[src/rtl/uart_pkg.sv]
// rtl/uart_pkg.sv - shared types, status bit positions and baud divisor helper for uart_core
package uart_pkg;

  typedef enum logic [1:0] {RX_IDLE, RX_START, RX_DATA, RX_STOP} rx_state_t;
  typedef enum logic [1:0] {TX_IDLE, TX_START, TX_DATA, TX_STOP} tx_state_t;

  localparam int ST_RX_BUSY    = 0;
  localparam int ST_TX_BUSY    = 1;
  localparam int ST_FRAME_ERR  = 2;
  localparam int ST_RX_OVERRUN = 3;
  localparam int ST_TX_EMPTY   = 4;
  localparam int ST_TX_FULL    = 5;
  localparam int ST_RX_EMPTY   = 6;
  localparam int ST_RX_FULL    = 7;

  localparam int CTRL_FLUSH_RX = 0;
  localparam int CTRL_FLUSH_TX = 1;

  function automatic int uart_div(input int clk_hz, input int baud, input int over_sample);
    return clk_hz / (baud * over_sample);
  endfunction

endpackage

[src/rtl/uart_if.sv]
// rtl/uart_if.sv - CPU-side and serial-pin signal bundle of uart_core
interface uart_if #(
  parameter int DataLength = 8
);
  logic                  o_baud_clk;
  logic [1:0]            i_ctrl;
  logic [7:0]            o_status;
  logic [DataLength-1:0] i_tx_data;
  logic [DataLength-1:0] o_rx_data;
  logic                  i_tx_req;
  logic                  i_rx_req;
  logic                  o_rx_rdy;
  logic                  i_rx;
  logic                  o_tx;
  logic                  i_cts;
  logic                  o_rts;

  modport slave (
    input  i_ctrl, i_tx_data, i_tx_req, i_rx_req, i_rx, i_cts,
    output o_baud_clk, o_status, o_rx_data, o_rx_rdy, o_tx, o_rts
  );

  modport master (
    output i_ctrl, i_tx_data, i_tx_req, i_rx_req, i_rx, i_cts,
    input  o_baud_clk, o_status, o_rx_data, o_rx_rdy, o_tx, o_rts
  );
endinterface

[src/rtl/uart_fifo.sv]
// rtl/uart_fifo.sv - synchronous FIFO with show-ahead head; push to full is dropped unless popped same cycle
module uart_fifo #(
  parameter int Width = 8,
  parameter int Depth = 8
) (
  input  logic                   clk,
  input  logic                   rst,
  input  logic                   flush,
  input  logic                   push,
  input  logic [Width-1:0]       push_data,
  input  logic                   pop,
  output logic [Width-1:0]       pop_data,
  output logic                   full,
  output logic                   empty,
  output logic [$clog2(Depth):0] count
);
  localparam int AW = $clog2(Depth);

  logic [Width-1:0] mem [Depth];
  logic [AW-1:0]    wr_ptr;
  logic [AW-1:0]    rd_ptr;
  logic             do_push;
  logic             do_pop;

  assign empty    = (count == '0);
  assign full     = (count == (AW+1)'(Depth));
  assign do_pop   = pop && !empty;
  assign do_push  = push && (!full || do_pop);
  assign pop_data = mem[rd_ptr];

  always_ff @(posedge clk or posedge rst) begin
    if (rst) begin
      wr_ptr <= '0;
      rd_ptr <= '0;
      count  <= '0;
    end else if (flush) begin
      wr_ptr <= '0;
      rd_ptr <= '0;
      count  <= '0;
    end else begin
      if (do_push) wr_ptr <= wr_ptr + 1'b1;
      if (do_pop)  rd_ptr <= rd_ptr + 1'b1;
      case ({do_push, do_pop})
        2'b10:   count <= count + 1'b1;
        2'b01:   count <= count - 1'b1;
        default: count <= count;
      endcase
    end
  end

  always_ff @(posedge clk) begin
    if (do_push && !flush) mem[wr_ptr] <= push_data;
  end
endmodule

[src/rtl/uart_core.sv]
// rtl/uart_core.sv - full-duplex 8N1 UART: baud tick, RX/TX FSMs, FIFOs, RTS/CTS and status word
module uart_core import uart_pkg::*; #(
  parameter int DataLength      = 8,
  parameter int FifoDepth       = 8,
  parameter int OverSample      = 8,
  parameter int BaudRate        = 115200,
  parameter int SystemClockFreq = 50_000_000
) (
  input logic  i_clk,
  input logic  i_rst,
  uart_if.slave bus
);
  localparam int DIV = uart_div(SystemClockFreq, BaudRate, OverSample);
  localparam int BW  = (DIV > 1) ? $clog2(DIV) : 1;
  localparam int TW  = $clog2(OverSample);
  localparam int NW  = (DataLength > 1) ? $clog2(DataLength) : 1;
  localparam int CW  = $clog2(FifoDepth) + 1;

  localparam logic [BW-1:0] BAUD_LAST = BW'(DIV - 1);
  localparam logic [TW-1:0] TICK_LAST = TW'(OverSample - 1);
  localparam logic [TW-1:0] TICK_MID  = TW'(OverSample / 2 - 1);
  localparam logic [NW-1:0] BIT_LAST  = NW'(DataLength - 1);

  logic [BW-1:0] baud_cnt;
  logic          baud_tick;

  always_ff @(posedge i_clk or posedge i_rst) begin
    if (i_rst) begin
      baud_cnt  <= '0;
      baud_tick <= 1'b0;
    end else if (baud_cnt == BAUD_LAST) begin
      baud_cnt  <= '0;
      baud_tick <= 1'b1;
    end else begin
      baud_cnt  <= baud_cnt + 1'b1;
      baud_tick <= 1'b0;
    end
  end

  logic flush_rx;
  logic flush_tx;
  assign flush_rx = bus.i_ctrl[CTRL_FLUSH_RX];
  assign flush_tx = bus.i_ctrl[CTRL_FLUSH_TX];

  // ---------------- receive ----------------
  logic [1:0] rx_sync;
  logic       rx_prev;
  logic       rx_line;
  logic       rx_fall;

  always_ff @(posedge i_clk or posedge i_rst) begin
    if (i_rst) begin
      rx_sync <= 2'b11;
      rx_prev <= 1'b1;
    end else begin
      rx_sync <= {rx_sync[0], bus.i_rx};
      rx_prev <= rx_sync[1];
    end
  end

  assign rx_line = rx_sync[1];
  assign rx_fall = rx_prev && !rx_line;

  rx_state_t             rx_state;
  logic [TW-1:0]         rx_tick;
  logic [NW-1:0]         rx_bit;
  logic [DataLength-1:0] rx_shift;
  logic                  rx_push;
  logic                  frame_evt;

  // Tick count restarts at the start edge, so the first sample lands mid start bit
  // and every later sample lands near the centre of its bit.
  always_ff @(posedge i_clk or posedge i_rst) begin
    if (i_rst) begin
      rx_state  <= RX_IDLE;
      rx_tick   <= '0;
      rx_bit    <= '0;
      rx_shift  <= '0;
      rx_push   <= 1'b0;
      frame_evt <= 1'b0;
    end else begin
      rx_push   <= 1'b0;
      frame_evt <= 1'b0;
      case (rx_state)
        RX_IDLE: begin
          if (rx_fall) begin
            rx_state <= RX_START;
            rx_tick  <= '0;
          end
        end
        RX_START: begin
          if (baud_tick) begin
            if (rx_tick == TICK_MID) begin
              rx_tick  <= '0;
              rx_bit   <= '0;
              rx_state <= rx_line ? RX_IDLE : RX_DATA;
            end else begin
              rx_tick <= rx_tick + 1'b1;
            end
          end
        end
        RX_DATA: begin
          if (baud_tick) begin
            if (rx_tick == TICK_LAST) begin
              rx_tick  <= '0;
              rx_shift <= {rx_line, rx_shift[DataLength-1:1]};
              if (rx_bit == BIT_LAST) rx_state <= RX_STOP;
              else                    rx_bit   <= rx_bit + 1'b1;
            end else begin
              rx_tick <= rx_tick + 1'b1;
            end
          end
        end
        RX_STOP: begin
          if (baud_tick) begin
            if (rx_tick == TICK_LAST) begin
              rx_tick   <= '0;
              rx_state  <= RX_IDLE;
              rx_push   <= rx_line;
              frame_evt <= !rx_line;
            end else begin
              rx_tick <= rx_tick + 1'b1;
            end
          end
        end
        default: rx_state <= RX_IDLE;
      endcase
    end
  end

  logic [DataLength-1:0] rx_fifo_data;
  logic                  rx_full;
  logic                  rx_empty;
  logic [CW-1:0]         rx_count;
  logic                  rx_pop;
  logic                  rx_rdy;
  logic [DataLength-1:0] rx_data;
  logic                  rx_overrun;
  logic                  frame_err;

  assign rx_pop = !rx_rdy && !rx_empty && !flush_rx;

  uart_fifo #(.Width(DataLength), .Depth(FifoDepth)) u_rx_fifo (
    .clk       (i_clk),
    .rst       (i_rst),
    .flush     (flush_rx),
    .push      (rx_push),
    .push_data (rx_shift),
    .pop       (rx_pop),
    .pop_data  (rx_fifo_data),
    .full      (rx_full),
    .empty     (rx_empty),
    .count     (rx_count)
  );

  always_ff @(posedge i_clk or posedge i_rst) begin
    if (i_rst) begin
      rx_rdy     <= 1'b0;
      rx_data    <= '0;
      rx_overrun <= 1'b0;
      frame_err  <= 1'b0;
    end else if (flush_rx) begin
      rx_rdy     <= 1'b0;
      rx_overrun <= 1'b0;
      frame_err  <= 1'b0;
    end else begin
      if (rx_rdy && bus.i_rx_req) begin
        rx_rdy <= 1'b0;
      end else if (rx_pop) begin
        rx_data <= rx_fifo_data;
        rx_rdy  <= 1'b1;
      end
      if (frame_evt)                       frame_err  <= 1'b1;
      if (rx_push && rx_full && !rx_pop)   rx_overrun <= 1'b1;
    end
  end

  logic [CW:0] rx_occ;
  assign rx_occ = {1'b0, rx_count} + {{CW{1'b0}}, rx_rdy};

  // ---------------- transmit ----------------
  logic [DataLength-1:0] tx_fifo_data;
  logic                  tx_full;
  logic                  tx_empty;
  logic [CW-1:0]         tx_count;
  logic                  tx_count_unused;
  logic                  tx_pop;
  tx_state_t             tx_state;
  logic [TW-1:0]         tx_tick;
  logic [NW-1:0]         tx_bit;
  logic [DataLength-1:0] tx_shift;
  logic                  tx_line;

  assign tx_count_unused = ^tx_count;

  // Frames start only on a baud tick so every bit, including the start bit, lasts exactly OverSample ticks.
  assign tx_pop = (tx_state == TX_IDLE) && baud_tick && !tx_empty && !bus.i_cts && !flush_tx;

  uart_fifo #(.Width(DataLength), .Depth(FifoDepth)) u_tx_fifo (
    .clk       (i_clk),
    .rst       (i_rst),
    .flush     (flush_tx),
    .push      (bus.i_tx_req),
    .push_data (bus.i_tx_data),
    .pop       (tx_pop),
    .pop_data  (tx_fifo_data),
    .full      (tx_full),
    .empty     (tx_empty),
    .count     (tx_count)
  );

  always_ff @(posedge i_clk or posedge i_rst) begin
    if (i_rst) begin
      tx_state <= TX_IDLE;
      tx_tick  <= '0;
      tx_bit   <= '0;
      tx_shift <= '0;
      tx_line  <= 1'b1;
    end else begin
      case (tx_state)
        TX_IDLE: begin
          tx_line <= 1'b1;
          if (tx_pop) begin
            tx_shift <= tx_fifo_data;
            tx_tick  <= '0;
            tx_line  <= 1'b0;
            tx_state <= TX_START;
          end
        end
        TX_START: begin
          if (baud_tick) begin
            if (tx_tick == TICK_LAST) begin
              tx_tick  <= '0;
              tx_bit   <= '0;
              tx_line  <= tx_shift[0];
              tx_state <= TX_DATA;
            end else begin
              tx_tick <= tx_tick + 1'b1;
            end
          end
        end
        TX_DATA: begin
          if (baud_tick) begin
            if (tx_tick == TICK_LAST) begin
              tx_tick <= '0;
              if (tx_bit == BIT_LAST) begin
                tx_line  <= 1'b1;
                tx_state <= TX_STOP;
              end else begin
                tx_bit   <= tx_bit + 1'b1;
                tx_line  <= tx_shift[1];
                tx_shift <= tx_shift >> 1;
              end
            end else begin
              tx_tick <= tx_tick + 1'b1;
            end
          end
        end
        TX_STOP: begin
          if (baud_tick) begin
            if (tx_tick == TICK_LAST) begin
              tx_tick  <= '0;
              tx_state <= TX_IDLE;
            end else begin
              tx_tick <= tx_tick + 1'b1;
            end
          end
        end
        default: tx_state <= TX_IDLE;
      endcase
    end
  end

  logic [7:0] status;
  always_comb begin
    status                = '0;
    status[ST_RX_FULL]    = rx_full;
    status[ST_RX_EMPTY]   = rx_empty;
    status[ST_TX_FULL]    = tx_full;
    status[ST_TX_EMPTY]   = tx_empty;
    status[ST_RX_OVERRUN] = rx_overrun;
    status[ST_FRAME_ERR]  = frame_err;
    status[ST_TX_BUSY]    = (tx_state != TX_IDLE);
    status[ST_RX_BUSY]    = (rx_state != RX_IDLE);
  end

  assign bus.o_baud_clk = baud_tick;
  assign bus.o_status   = status;
  assign bus.o_rx_data  = rx_data;
  assign bus.o_rx_rdy   = rx_rdy;
  assign bus.o_tx       = tx_line;
  assign bus.o_rts      = (rx_occ >= (CW+1)'(FifoDepth));
endmodule

[src/flat_wrapper.sv]
// flat-port wrapper written by rule: the top's interface ports become plain ports
module uart_core_flat import uart_pkg::*;
#(
  parameter int DataLength      = 8,
  parameter int FifoDepth       = 8,
  parameter int OverSample      = 8,
  parameter int BaudRate        = 115200,
  parameter int SystemClockFreq = 50_000_000
)
  (i_clk, i_rst, bus_i_ctrl, bus_i_tx_data, bus_i_tx_req, bus_i_rx_req, bus_i_rx, bus_i_cts, bus_o_baud_clk, bus_o_status, bus_o_rx_data, bus_o_rx_rdy, bus_o_tx, bus_o_rts);
  uart_if #(.DataLength(DataLength)) bus_i ();
  input logic i_clk;
  input logic i_rst;
  input wire logic [$bits(bus_i.i_ctrl)-1:0] bus_i_ctrl;
  input wire logic [$bits(bus_i.i_tx_data)-1:0] bus_i_tx_data;
  input wire logic [$bits(bus_i.i_tx_req)-1:0] bus_i_tx_req;
  input wire logic [$bits(bus_i.i_rx_req)-1:0] bus_i_rx_req;
  input wire logic [$bits(bus_i.i_rx)-1:0] bus_i_rx;
  input wire logic [$bits(bus_i.i_cts)-1:0] bus_i_cts;
  output wire logic [$bits(bus_i.o_baud_clk)-1:0] bus_o_baud_clk;
  output wire logic [$bits(bus_i.o_status)-1:0] bus_o_status;
  output wire logic [$bits(bus_i.o_rx_data)-1:0] bus_o_rx_data;
  output wire logic [$bits(bus_i.o_rx_rdy)-1:0] bus_o_rx_rdy;
  output wire logic [$bits(bus_i.o_tx)-1:0] bus_o_tx;
  output wire logic [$bits(bus_i.o_rts)-1:0] bus_o_rts;
  assign bus_i.i_ctrl = bus_i_ctrl;
  assign bus_i.i_tx_data = bus_i_tx_data;
  assign bus_i.i_tx_req = bus_i_tx_req;
  assign bus_i.i_rx_req = bus_i_rx_req;
  assign bus_i.i_rx = bus_i_rx;
  assign bus_i.i_cts = bus_i_cts;
  assign bus_o_baud_clk = bus_i.o_baud_clk;
  assign bus_o_status = bus_i.o_status;
  assign bus_o_rx_data = bus_i.o_rx_data;
  assign bus_o_rx_rdy = bus_i.o_rx_rdy;
  assign bus_o_tx = bus_i.o_tx;
  assign bus_o_rts = bus_i.o_rts;
  uart_core #(.DataLength(DataLength), .FifoDepth(FifoDepth), .OverSample(OverSample), .BaudRate(BaudRate), .SystemClockFreq(SystemClockFreq)) u_core (.i_clk(i_clk), .i_rst(i_rst), .bus(bus_i));
endmodule
[config.mk]
export PLATFORM = sky130hd
export DESIGN_NAME = uart_core_flat
export DESIGN_NICKNAME = d
export VERILOG_FILES = /design/src/rtl/uart_pkg.sv /design/src/rtl/uart_if.sv /design/src/rtl/uart_fifo.sv /design/src/rtl/uart_core.sv /design/src/flat_wrapper.sv
export SDC_FILE = /design/constraint.sdc
export NUM_CORES = 1
export LEC_CHECK = 0
export BUFFER_PORTS_ARGS = -buffer_cell sky130_fd_sc_hd__buf_2
export CAP_MARGIN = 20
export CORE_MARGIN = 5
export CORE_UTILIZATION = 50
export DETAILED_ROUTE_END_ITERATION = 16
export GPL_TIMING_DRIVEN = 0
export PLACE_DENSITY = 0.79
export SYNTH_ARGS = -nofsm -noshare
export SYNTH_HDL_FRONTEND = slang
export SYNTH_HIERARCHICAL = 1
export SYNTH_SLANG_ARGS = --single-unit
[constraint.sdc]
create_clock -name i_clk -period 4.2 [get_ports i_clk]
set_input_delay 0.63 -clock i_clk [delete_from_list [all_inputs] [get_ports i_clk]]
set_output_delay 0.63 -clock i_clk [all_outputs]
set_load 0.02 [all_outputs]
==> out/qor.txt, run 1 <==
Syn Std Cell Area - 9206 sq um
Share of cells above drive strength 1 - 23.61%
Synth area leader - edfxtp_1
Hold Violations, Final - 0
Post-synthesis sequential area ratio - 62.46%
DRT iter0 DRCs - 248
Final worst setup slack - 310.6 ps
Yosys warning count - 6
Post-DR vias/cell - 5.761
N_diodes - 0
Setup_tns - 0 ps
DP Area - 9778 sq um
Leakage - 4.334 nW
Outcome - complete, no violations
CTS-repair resized insts - 0
CTS Hold Buffers Added - 0
Finished Layout Cells - 911
Max Cap Violations - 0
Rows - 49
Post-synth cell types - 66
Die outline area - 21230 sq um
Worst endpoint required time - 4610 ps
Tot Pwr - 4.176 mW
Crit. End Element - flop
CTS Sinks - 204
Final min period - 3889 ps
RSZ-0062 raised after global routing - no
Die X - 145.7 um
Share of the synthesized area in the top cell type - 41.75%
Hold WS - 188.3 ps
Gpl congestion - 0.7793
GRT Overall Usage - 16.35%
Fin util - 58.05%
Drt first pass iters - 5
H-Tree Depth - 1
Final setup fails - 0
Dpl hpwl - 12.25 mm
Root Buffer - clkbuf_16
Post-Place Setup Slack - 472.9 ps
Reg area - 5751 sq um
Max frequency - 0.2571 GHz
CTS clk-pin slew, worst paths - 60 ps
Cells after Synth - 598
CTS tree - yes
Worst Tran Pin Value - 996.9 ps
Antenna violations before repair - 0
Postcts setup bufs - 0
Placed cells - 873
Gr ovfl total - 0
# nets final - 713
Peak supply drop - 0.4123 mV
Skew final - 12.72 ps
Worst R2R Path Depth - 12
Final ANT Viol Nets - 0
Maximum fanout along the worst path - 15
Synthesis-to-finish area growth - 13.66%
Min-Delay Path Class - primary input to asynchronous set/reset pin
Mean Syn Cell Area - 15.40 sq um
Wirelength, routed - 17.37 mm
Via count - 5248
Clock insertion delay at the later pin of the skew report - 490 ps
Fillers - 1341
DR WL/cell - 19.07 um
Slew Limit Fails - 0
First-pass GRT wire length - 28.50 mm
Finished Cell Area - 10460 sq um
# IOs - 36
FFs w/ async S/R, synth - 37.25%
Largest net degree at the start of global routing - 37
Critical Path AT - 4300 ps
Port buffer count - 35
Core box area - 18020 sq um
Final period utilization - 92.60%
Synth Register Bits - 204
PwrDens - 399.1 nW/um^2
Main synth FF type - edfxtp_1
Largest cells by area after synthesis - edfxtp_1, dfrtp_1, mux4_1
Synthesized netlist net count - 644
Vias in the first global route - 5661
CTS max path bufs - 3
Critical path class - flop to flop
Initial Util - 51.08%
Area occupied by multi-input gates - 3214 sq um
Post-route DRC - 0
Relative slew slack - 33.03%
Post-synth EDFFs - 128
Total CTS buffers - 21
Chip height - 145.7 um
Worst Setup Start Kind - flop
==> worst paths after layout <==
kind                                             end                 startpoint  slack [ps]
setup / recovery           u_core/u_rx_fifo/count[3]  u_core/u_rx_fifo/count[0]         310
hold / removal             u_core/u_tx_fifo/count[3]                      i_rst         190
setup reg to reg           u_core/u_rx_fifo/count[3]  u_core/u_rx_fifo/count[0]         310
hold reg to reg                    u_core/rx_sync[1]          u_core/rx_sync[0]         350
max in group asynchronous          u_core/rx_sync[0]                      i_rst        3340
min in group i_clk                 u_core/rx_sync[0]                   bus_i_rx         240
==> cell usage in the layout (no fill, tap or decap), types with 3 or more instances in the layout <==
cell type,count
nand2_1,32
o21ai_0,16
mux2_2,42
clkbuf_1,11
ha_1,28
buf_2,45
and2_1,4
xor2_1,10
and3_1,3
a22o_1,3
nor2b_1,4
buf_4,13
nand3b_1,4
mux2i_1,7
buf_1,4
edfxtp_1,128
o211ai_1,8
clkinv_2,3
mux4_1,31
a31oi_1,3
nor3_1,9
a21oi_1,11
inv_1,13
nor2_1,49
nand3_1,10
bufinv_16,3
buf_6,4
clkbuf_16,21
or3_1,4
nand2b_1,6
dfstp_2,4
xnor2_1,7
a211oi_1,5
dfrtp_1,72
clkinv_1,8
==> area by class of cell <==
cell class	count	share of cell area, %
buffer	35	2.045
clock buffer	21	5.022
clock inverter	17	1.531
inverter	14	0.5022
multi-input combinational	345	30.72
sequential	204	54.96
tap	229	2.738
timing repair buffer	46	2.487
==> worst max-delay path, stage by stage (launching register included) <==
cell      delay (ps)
dfrtp_1          500
or3_1            160
buf_2            220
nor2_1            90
or2_2            340
nor2_2           600
nor2b_1          310
nor2b_1          330
ha_1             300
a211oi_1         420
o211ai_1         190
a21o_1           220
a21oi_1          140
==> cell usage after synthesis (3+ instances only) <==
library cell  number
edfxtp_1         128
dfrtp_1           72
nor2_1            49
mux2_2            42
nand2_1           32
mux4_1            31
ha_1              28
o21ai_0           16
inv_1             14
a21oi_1           11
clkbuf_1          11
nand3_1           10
xor2_1            10
nor3_1             9
o211ai_1           8
buf_4              7
mux2i_1            7
xnor2_1            7
buf_2              6
nand2b_1           6
a211oi_1           5
and2_1             4
buf_1              4
buf_6              4
dfstp_2            4
nand3b_1           4
nor2b_1            4
or3_1              4
a22o_1             3
a31oi_1            3
and3_1             3
nor4_1             3
==> power by group <==
group	internal [mW]	leakage, nW	switching [mW]
Combinational	0.0677	1.66	0.116
Clock	1.10	0.334	0.721
Sequential	2.15	2.34	0.0207
==> flip-flops by register name (all words and copies together), names as in the netlist, 2 cells and up, named ones only <==
signal	count
u_core/u_tx_fifo/wr_ptr	3
u_core/rx_tick	3
u_core/tx_state	2
u_core/u_rx_fifo/mem	64
u_core/rx_sync	2
u_core/tx_tick	3
u_core/u_rx_fifo/rd_ptr	3
u_core/u_tx_fifo/count	4
u_core/u_rx_fifo/wr_ptr	3
u_core/rx_shift	8
u_core/bus.o_rx_data	8
u_core/baud_cnt	6
u_core/u_tx_fifo/rd_ptr	3
u_core/u_rx_fifo/count	4
u_core/tx_shift	8
u_core/tx_bit	3
u_core/rx_bit	3
u_core/u_tx_fifo/mem	64
==> metal layers <==
layer	vias up	routed length, um	global-route usage, %
li1	2431	-	-
met1	2630	6775	19.45
met2	147	9345	30.46
met3	40	756	2.429
met4	0	496	5.037
met5	-	0	0
==> logic make-up after synthesis <==
kind of cell,Yosys count,share of synthesized area [%]
DFF,204,62.46
adders and majority gates,30,4.240
buffers and inverters,49,2.895
AOI/OAI and AO/OA,69,5.668
xor gates and xnor gates,17,1.617
and+or+nand+nor,147,8.005
muxes,82,15.11
(Power assumes the default switching activity.)
==> run 2: changes to the inputs <==
--- a/config.mk
+++ b/config.mk
@@ -5,7 +5,7 @@
 export SDC_FILE = /design/constraint.sdc
 export NUM_CORES = 1
 export LEC_CHECK = 0
-export BUFFER_PORTS_ARGS = -buffer_cell sky130_fd_sc_hd__buf_2
+export BUFFER_PORTS_ARGS = -buffer_cell sky130_fd_sc_hd__buf_4
 export CAP_MARGIN = 20
 export CORE_MARGIN = 5
 export CORE_UTILIZATION = 50
==> run 2 against run 1 <==
  * Register-to-register slack better by 90 ps
  * Sequential share of layout area is 0.33 points lower
  * Count of clock-buffer cells in the layout up 2
  * Combinational power rose by 5%
  * Global-route usage shrank 0.072 points
  * Flip-flop and latch count unchanged
  * Power decreased by 1.2%
  * Via count down 1.9%
==> out/qor.txt, run 2 (same netlist as run 1, synthesis figures left out) <==
Outcome - complete, no violations
DRT iter0 DRCs - 216 (-13%)
Worst Tran Pin Value - 928.9 ps (-67.99 ps)
Delay-heaviest family, CP - simple AND/OR/NAND/NOR gates
Share of cells above drive strength 1 - 23.68% (+0.069 points)
Post-DR vias/cell - 5.663 (-1.7%)
Crit path max-delay cell type - nor2_2
Critical Path AT - 4210 ps (-90 ps)
Max Cap Violations - 0 (unchanged)
Synthesis-to-finish area growth - 14.35%
Initial Util - 51.08% (unchanged)
Worst Setup Start Kind - flop
Rows - 49 (unchanged)
Worst endpoint required time - 4610 ps (about the same)
Most frequent cells in the layout - edfxtp_1, dfrtp_1, buf_4, nor2_1, mux2_2
Leakage - 4.335 nW (about the same)
Crit. End Element - flop
Postcts setup bufs - 0 (unchanged)
Slew Limit Fails - 0 (unchanged)
DP Area - 9876 sq um (+1.0%)
Biggest regs - u_core/u_rx_fifo/mem x64, u_core/u_tx_fifo/mem x64
DR WL/cell - 19.11 um (+0.19%)
Commonest non-fill, non-tap cell in the layout - edfxtp_1
Finished Layout Cells - 909 (-0.22%)
N_diodes - 0 (unchanged)
Gr ovfl total - 0 (unchanged)
Fin util - 58.41% (+0.35 points)
Crit path top cell by count - nor2b_1
Chip height - 145.7 um (unchanged)
PwrDens - 391.9 nW/um^2 (-1.8%)
Post-route DRC - 0 (unchanged)
Peak supply drop - 0.4108 mV (-0.35%)
Antenna violations before repair - 0 (unchanged)
Via count - 5148 (-1.9%)
Dpl hpwl - 12.22 mm (-0.21%)
CTS Sinks - 204 (unchanged)
Final period utilization - 90.36% (-2.2 points)
Vias in the first global route - 5401 (-4.6%)
Clock insertion delay at the later pin of the skew report - 490 ps (about the same)
Total CTS buffers - 21 (unchanged)
Gpl congestion - 0.7843 (+0.64%)
Hold WS - 150.0 ps (-38.36 ps)
GRT Overall Usage - 16.28% (-0.072 points)
Largest net degree at the start of global routing - 35 (-5.4%)
RSZ-0062 raised after global routing - no
Max incr delay on CP - 590 ps (about the same)
Maximum fanout along the worst path - 15 (unchanged)
Crit-path cells - or3_1 -> buf_2 -> nor2_1 -> or2_2 -> nor2_2 -> nor2b_1 -> nor2b_1 -> ha_1 -> a211oi_1 -> o211ai_1 -> a21o_1 -> a21oi_1
Critical path class - flop to flop
Buffer and inverter count on the worst path - 1 (unchanged)
First-pass GRT wire length - 28.17 mm (-1.2%)
Hold Violations, Final - 0 (unchanged)
Drt first pass iters - 5 (unchanged)
CTS-repair resized insts - 0 (unchanged)
Die X - 145.7 um (unchanged)
CTS clk-pin slew, worst paths - 60 ps (about the same)
Final min period - 3795 ps (-94.29 ps)
Core box area - 18020 sq um (unchanged)
CTS max path bufs - 3 (unchanged)
# nets final - 713 (unchanged)
Min-Delay Path Class - primary input to asynchronous set/reset pin
Skew final - 8.422 ps (-4.296 ps)
Finished Cell Area - 10530 sq um (+0.61%)
Final setup fails - 0 (unchanged)
# IOs - 36 (unchanged)
Wirelength, routed - 17.37 mm (about the same)
Port buffer count - 35 (unchanged)
Relative slew slack - 37.60% (+4.6 points)
Tot Pwr - 4.126 mW (-1.2%)
H-Tree Depth - 1 (unchanged)
Max frequency - 0.2635 GHz (+2.5%)
Root Buffer - clkbuf_16
Final ANT Viol Nets - 0 (unchanged)
Placed cells - 873 (unchanged)
Die outline area - 21230 sq um (unchanged)
CTS tree - yes
CTS Hold Buffers Added - 0 (unchanged)
run 2: cell types whose count changed in the layout (fill, tap and decap cells not counted), sizes merged:
cell / previous run / this run
bufinv: 3 / 2
clkbuf: 34 / 36
clkinv: 12 / 8
clkinvlp: 1 / 2
run 2: worst register-to-register path: cells and delay by family (launching register included):
kind / cells / cell delay, ps
compound gates: 4 / 940
fa+ha+maj: 1 / 300
buf+inv: 1 / 210
flops: 1 / 500
simple gates: 6 / 1790
run 2: worst paths after layout:
path,endpoint,cells past startpoint,slack [ps],startpoint
setup / recovery,u_core/u_rx_fifo/count[3],12,400,u_core/u_rx_fifo/count[1]
hold / removal,u_core/u_rx_fifo/rd_ptr[0],2,150,i_rst
setup reg to reg,u_core/u_rx_fifo/count[3],12,400,u_core/u_rx_fifo/count[1]
hold reg to reg,u_core/rx_sync[1],0,360,u_core/rx_sync[0]
max in group asynchronous,u_core/rx_sync[0],3,3310,i_rst
min in group i_clk,u_core/rx_sync[0],1,240,bus_i_rx
run 2: layer usage:
layer  up-vias  routed length (um)  track usage (%)
li1       2426                   -                -
met1      2610                6937            19.99
met2        84                9557            30.19
met3        28                 481            2.118
met4         0                 390            4.384
met5         -                   0                0
run 2: layout make-up:
| cell class | count | area (sq um) |
|---|---|---|
| clock inverter | 13 | 118.9 |
| fill | 1356 | 7497 |
| timing repair buffer | 46 | 357.8 |
| buffer | 35 | 214.0 |
| clock buffer | 23 | 533.0 |
| sequential | 204 | 5751 |
| multi-input combinational | 345 | 3214 |
| tap | 229 | 286.5 |
| inverter | 14 | 52.55 |
run 2: metrics by stage:
stage               TNS [ps]  setup slack, ps
floorplan                  0            761.9
detailed placement         0            445.3
CTS                        0            426.9
global placement       -1982           -150.6
global route               0            54.53
finish                     0            404.9
run 2: power by group:
| part | total, mW | switching, mW | internal (mW) |
|---|---|---|---|
| registers | 2.18 | 0.0227 | 2.15 |
| clock network | 1.76 | 0.720 | 1.04 |
| logic | 0.193 | 0.114 | 0.0787 |
